### src/rtl/uart_rx_byte_pkg.sv
// Shared UART definitions: FSM state encoding, data width and baud divisor helper.
// Also used by the matching uart_tx.
package uart_rx_byte_pkg;

   localparam int DATA_BITS = 8;

   typedef enum logic [2:0] {
      ST_IDLE      = 3'd0,
      ST_START     = 3'd1,
      ST_DATA      = 3'd2,
      ST_PARITY    = 3'd3,
      ST_STOP      = 3'd4,
      ST_WAIT_IDLE = 3'd5
   } uart_state_t;

   function automatic int clks_per_bit(input int clk_freq, input int baud);
      return clk_freq / baud;
   endfunction

endpackage

### src/rtl/uart_rx_byte_sync.sv
// uart_rx_sync: two-flop synchroniser for the raw serial line.
// Both flops reset to 1 so a held reset looks like an idle line.
module uart_rx_sync
   import uart_rx_byte_pkg::*;
(
   input  logic clk,
   input  logic rst,
   input  logic i_async,
   output logic o_sync
);

   logic r_meta;
   logic r_sync;

   always_ff @(posedge clk or posedge rst) begin
      if (rst) begin
         r_meta <= 1'b1;
         r_sync <= 1'b1;
      end else begin
         r_meta <= i_async;
         r_sync <= r_meta;
      end
   end

   assign o_sync = r_sync;

endmodule

### src/rtl/uart_rx_byte.sv
// uart_rx_byte: 8N1 UART receiver delivering bytes on a valid/ready interface.
// Define UART_RX_PARITY_EN to add a parity bit (PARITY_ODD selects odd parity).
module uart_rx_byte
   import uart_rx_byte_pkg::*;
#(
   parameter int CLK_FREQ = 12000000,
   parameter int BAUD     = 115200
`ifdef UART_RX_PARITY_EN
   ,parameter bit PARITY_ODD = 1'b0
`endif
) (
   input  logic                 clk,
   input  logic                 rst,
   input  logic                 rx,
   output logic [DATA_BITS-1:0] rx_data,
   output logic                 rx_valid,
   input  logic                 rx_ready,
   output logic                 frame_err,
   output logic                 overrun,
   output logic                 parity_err,
   output logic                 busy
);

   localparam int CLKS_PER_BIT = clks_per_bit(CLK_FREQ, BAUD);
   localparam int BCW          = $clog2(CLKS_PER_BIT);
   localparam int BITW         = $clog2(DATA_BITS);
   localparam logic [BCW-1:0]  BAUD_LAST = BCW'(CLKS_PER_BIT - 1);
   localparam logic [BCW-1:0]  HALF_LAST = BCW'(CLKS_PER_BIT / 2 - 1);
   localparam logic [BITW-1:0] BIT_LAST  = BITW'(DATA_BITS - 1);

   generate
      if (CLKS_PER_BIT < 4) begin : g_bad_rate
         $error("uart_rx_byte: CLKS_PER_BIT must be at least 4");
      end
   endgenerate

   logic w_rxs;

   uart_rx_sync u_sync (
      .clk     (clk),
      .rst     (rst),
      .i_async (rx),
      .o_sync  (w_rxs)
   );

   uart_state_t          r_state;
   logic [BCW-1:0]       r_baud_cnt;
   logic [BITW-1:0]      r_bit_cnt;
   logic [DATA_BITS-1:0] r_shift;
   logic [DATA_BITS-1:0] r_data;
   logic                 r_valid;
   logic                 r_frame_err;
   logic                 r_overrun;
   logic                 r_parity_err;
   logic                 r_busy;
   logic                 w_tick;

   assign w_tick = (r_baud_cnt == BAUD_LAST);

`ifdef UART_RX_PARITY_EN
   logic r_par_bit;
   logic w_par_bad;
   assign w_par_bad = (((^r_shift) ^ r_par_bit) != PARITY_ODD);
`endif

   always_ff @(posedge clk or posedge rst) begin
      if (rst) begin
         r_state      <= ST_IDLE;
         r_baud_cnt   <= '0;
         r_bit_cnt    <= '0;
         r_shift      <= '0;
         r_data       <= '0;
         r_valid      <= 1'b0;
         r_frame_err  <= 1'b0;
         r_overrun    <= 1'b0;
         r_parity_err <= 1'b0;
         r_busy       <= 1'b0;
`ifdef UART_RX_PARITY_EN
         r_par_bit    <= 1'b0;
`endif
      end else begin
         r_frame_err  <= 1'b0;
         r_overrun    <= 1'b0;
         r_parity_err <= 1'b0;
         // A delivery later in this block overrides this consume.
         if (r_valid && rx_ready) begin
            r_valid <= 1'b0;
         end

         case (r_state)
            ST_IDLE: begin
               if (!w_rxs) begin
                  r_state    <= ST_START;
                  r_busy     <= 1'b1;
                  r_baud_cnt <= '0;
               end
            end

            ST_START: begin
               if (r_baud_cnt == HALF_LAST) begin
                  r_baud_cnt <= '0;
                  if (w_rxs) begin
                     r_state <= ST_IDLE;
                     r_busy  <= 1'b0;
                  end else begin
                     r_state   <= ST_DATA;
                     r_bit_cnt <= '0;
                  end
               end else begin
                  r_baud_cnt <= r_baud_cnt + 1'b1;
               end
            end

            ST_DATA: begin
               r_baud_cnt <= w_tick ? '0 : r_baud_cnt + 1'b1;
               if (w_tick) begin
                  r_shift   <= {w_rxs, r_shift[DATA_BITS-1:1]};
                  r_bit_cnt <= r_bit_cnt + 1'b1;
                  if (r_bit_cnt == BIT_LAST) begin
`ifdef UART_RX_PARITY_EN
                     r_state <= ST_PARITY;
`else
                     r_state <= ST_STOP;
`endif
                  end
               end
            end

`ifdef UART_RX_PARITY_EN
            ST_PARITY: begin
               r_baud_cnt <= w_tick ? '0 : r_baud_cnt + 1'b1;
               if (w_tick) begin
                  r_par_bit <= w_rxs;
                  r_state   <= ST_STOP;
               end
            end
`endif

            ST_STOP: begin
               r_baud_cnt <= w_tick ? '0 : r_baud_cnt + 1'b1;
               if (w_tick) begin
`ifdef UART_RX_PARITY_EN
                  r_parity_err <= w_par_bad;
`endif
                  if (w_rxs) begin
                     r_state <= ST_IDLE;
                     r_busy  <= 1'b0;
                     if (!r_valid || rx_ready) begin
                        r_data  <= r_shift;
                        r_valid <= 1'b1;
                     end else begin
                        r_overrun <= 1'b1;
                     end
                  end else begin
                     r_frame_err <= 1'b1;
                     r_state     <= ST_WAIT_IDLE;
                  end
               end
            end

            // Hold here through a break so a long low line cannot restart a frame.
            ST_WAIT_IDLE: begin
               if (w_rxs) begin
                  r_state <= ST_IDLE;
                  r_busy  <= 1'b0;
               end
            end

            default: begin
               r_state <= ST_IDLE;
               r_busy  <= 1'b0;
            end
         endcase
      end
   end

   assign rx_data    = r_data;
   assign rx_valid   = r_valid;
   assign frame_err  = r_frame_err;
   assign overrun    = r_overrun;
   assign parity_err = r_parity_err;
   assign busy       = r_busy;

endmodule

### config.mk
export PLATFORM = sky130hd
export DESIGN_NAME = uart_rx_byte
export DESIGN_NICKNAME = d
export VERILOG_FILES = /design/src/rtl/uart_rx_byte_pkg.sv /design/src/rtl/uart_rx_byte_sync.sv /design/src/rtl/uart_rx_byte.sv
export SDC_FILE = /design/constraint.sdc
export NUM_CORES = 1
export LEC_CHECK = 0
export CORE_MARGIN = 10
export CORE_UTILIZATION = 55
export CTS_BUF_LIST = sky130_fd_sc_hd__clkbuf_16
export CTS_CLUSTER_DIAMETER = 80
export DETAILED_ROUTE_END_ITERATION = 6
export PLACE_DENSITY = 0.84
export SETUP_SLACK_MARGIN = 0.3
export SYNTH_ARGS = -nofsm -noshare
export SYNTH_HDL_FRONTEND = slang
export SYNTH_HIERARCHICAL = 1
export SYNTH_SLANG_ARGS = --single-unit
### constraint.sdc
create_clock -name clk -period 2.1 [get_ports clk]
set_input_delay 0.42 -clock clk [delete_from_list [all_inputs] [get_ports clk]]
set_output_delay 0.42 -clock clk [all_outputs]
set_load 0.05 [all_outputs]
==> key figures <==
Status
  – Outcome: complete, no violations

Synth
  – Synth top area cells: dfrtp_1, mux2_2, nand2_1
  – Ys flop type: dfrtp_1
  – Cell taking the most area after synthesis: dfrtp_1
  – EDFF count, synth: 0
  – Cell variety after synth: 40
  – Top cell type's share of synthesized area: 0.493
  – Cell Area, Synth: 1680 µm²
  – Syn Area/Cell: 11.0 µm²
  – Register area share after synthesis: 0.524
  – Top cells by count, synth: dfrtp_1, nand2_1, mux2_2
  – Syn_nets: 159
  – Synth Register Bits: 35
  – Cell count after synthesis: between 150 and 200
  – Syn. warnings: 6
  – Most common cell in the netlist: dfrtp_1
  – Async set-reset flop share out of synthesis: 1.00

Worst setup path
  – Worst Path Max Fanout: 8
  – Startpoint Class: register
  – Setup CP Type: register to register
  – Crit Reg-Reg Startpoint: r_baud_cnt[4]$_DFFE_PP0P_
  – CP Launch Point: r_baud_cnt[4]$_DFFE_PP0P_
  – Worst Path Arrival: 1.89 ns
  – Crit. End Element: register
  – Worst path required time: 2.26 ns

Placement
  – DP Worst Slack: between 0.2 and 0.25 ns
  – DP HPWL: 2410 µm
  – RePlAce Congestion: between 0.8 and 0.9
  – I/O Buffers: 15
  – Post-DP Area: roughly 1900 µm²

STA
  – Worst-margin pin slew: 0.520 ns
  – Slew Limit Fails: 0
  – RSZ-0062 raised after global routing: true
  – Post-layout minimum cycle time: 1.73 ns
  – Final Cycle Share: 0.826
  – Final hold vios: 0
  – Fmax: 0.577 GHz
  – Final worst slack: ~0.37 ns
  – Final Skew: between 0.005 and 0.006 ns
  – Rel. slew slack: 0.655
  – # setup viols final: 0
  – WHS: around 0.36 ns
  – Fin Setup TNS: 0 ns

Floorplan
  – Die height: 75.2 µm
  – # rows: 19
  – Initial Util: 0.592
  – Core region area: 2830 µm²
  – Die area: 5650 µm²
  – Die width: 75.2 µm
  – I/O pin cnt: 17

Route
  – Vias: 1206
  – # DRC: 0
  – Vias per cell: 5.88
  – Total Wirelength: roughly 3300 µm
  – First-pass detailed-route iteration total: 4
  – DR iter-0 viols: 98
  – DR WL/cell: 16.3 µm
  – Post-route ant nets: 0

CTS
  – Root Driver: clkbuf_16
  – CTS HTree Levels: 2
  – Worst skew pair latency: 0.28 ns
  – CTS clk-pin slew, worst paths: about 0.050 ns
  – CTS tree: done
  – Hold_buf cts: 0
  – Clock Path Buffers: 2
  – Total CTS buffers: 5
  – Clk sinks: 35

Min path
  – Hold Crit Class: register to register
  – Min-Delay Startpoint: u_sync/r_meta$_DFF_PP1_

Global routing
  – Grt ovf: 0
  – Largest net degree at the start of global routing: 26
  – First-pass GRT wire length: 5670 µm
  – Vias in the first global route: 1234
  – Total track usage: 0.135
  – Initial antenna violation count: 0

Finish
  – Layout net count: 180
  – Antenna diode count: 0
  – Finished Cell Area: about 2000 µm²
  – # fillers: 205
  – Layout area overhead: 22.0%
  – Fin util: 0.722
  – Share of layout cells above drive strength 1: 0.253

Power and ir drop
  – Worst IR Drop VDD: 0.644 mV
  – Clock power frac: 0.497
  – Power per cell area: 692 nW/µm²
  – Combinational cell fraction of total power: 0.021
  – NetSw: 0.292 mW
  – Cell internal pwr: 1.12 mW
  – Seq pwr share: 0.482
  – Switch share: 0.207
  – P_leak: 0.995 nW

Run
  – MaxCap Viol Count: 0
critical path, stage by stage, from the launching register on:
cell	delay [ns]
dfrtp_1	0.45
nand4b_1	0.30
nor3_2	0.27
nand4_4	0.24
mux2_2	0.34
layer usage:
metal  global-route usage  routed length [µm]
met5                    0                   0
met4               0.0577                  53
met3               0.0591                 158
met2                0.222                1690
met1                0.150                1440
cell type report:
| type | instances | area [µm²] | share of cell area |
|---|---|---|---|
| repair buffers | 20 | 189 | 0.0925 |
| multi-input cells | 104 | 768 | 0.376 |
| well taps | 31 | 38.8 | 0.0190 |
| clock inverters | 3 | 16.3 | 0.00796 |
| inverters | 7 | 26.3 | 0.0129 |
| clock buffers | 5 | 125 | 0.0612 |
| flip-flops and latches | 35 | 880 | 0.430 |
logic make-up after synthesis:
kind of cell             Yosys count  synth area share
other                              1           0.00224
buffers and inverters             13            0.0336
XOR/XNOR                           2            0.0105
AND/OR/NAND/NOR                   57             0.189
adder cells (fa/ha/maj)            4            0.0284
multiplexers                      17             0.114
flip-flops                        35             0.524
AO/OA/AOI/OAI                     23            0.0986
flip-flops by register name (all words and copies together) (netlist names):
name           count
frame_err          1
busy               1
r_state            3
rx_valid           1
u_sync/r_meta      1
r_bit_cnt          3
overrun            1
r_shift            8
u_sync/o_sync      1
rx_data            8
r_baud_cnt         7
placed cells by master (no fill, tap or decap), types with 2 or more instances in the layout:
master           synthesis  routed
a21oi_1                  6       6
ha_1                     3       2
nor2_1                  10      10
buf_4                    1       3
nand2b_1                 3       3
nand4_1                  2       2
and2_1                   2       2
nand3_1                  6       6
clkbuf_16                0       5
nor3_1                   4       4
dfrtp_1                 33      32
mux2_2                  16      16
dlygate4sd2_1            0      12
clkdlybuf4s50_1          0       3
o21ai_0                  9       9
xnor2_1                  2       2
inv_1                    7       8
nand2_1                 18      18
o22ai_1                  2       2
dfstp_2                  2       2
stage by stage:
step	std cells	power, mW
6_report	205	1.41
5_1_grt	205	1.46
4_1_cts	205	1.43
3_5_place_dp	197	0.724
3_3_place_gp	197	0.722
2_1_floorplan	152	0.710
power by group through the flow:
stage / combinational (mW) / sequential, mW / clock (mW)
2_1_floorplan: 0.0179 / 0.692 / 0
3_3_place_gp: 0.0296 / 0.693 / 0
3_5_place_dp: 0.0309 / 0.693 / 0
4_1_cts: 0.0310 / 0.681 / 0.718
5_1_grt: 0.0336 / 0.681 / 0.746
6_report: 0.0298 / 0.681 / 0.702
final timing paths:
check / slack [ns] / cells past startpoint / end
max in group asynchronous: 1.17 / 3 / r_state[0]$_DFFE_PP0P_
hold / removal: 0.36 / 0 / u_sync/o_sync$_DFF_PP1_
setup / recovery: 0.37 / 4 / rx_data[6]$_DFFE_PP0P_
min in group asynchronous: 0.46 / 2 / r_baud_cnt[4]$_DFFE_PP0P_
hold reg to reg: 0.36 / 0 / u_sync/o_sync$_DFF_PP1_
setup reg to reg: 0.37 / 4 / rx_data[6]$_DFFE_PP0P_
repair_timing:
action / 4_1_cts / 5_1_grt
endpoints found under the hold margin: 0 / 0
buffers inserted: 0 / 0
gates resized for setup: 13 / 6
setup endpoints to repair: 14 / 26
Note: power is estimated with default switching activity, not from simulation.
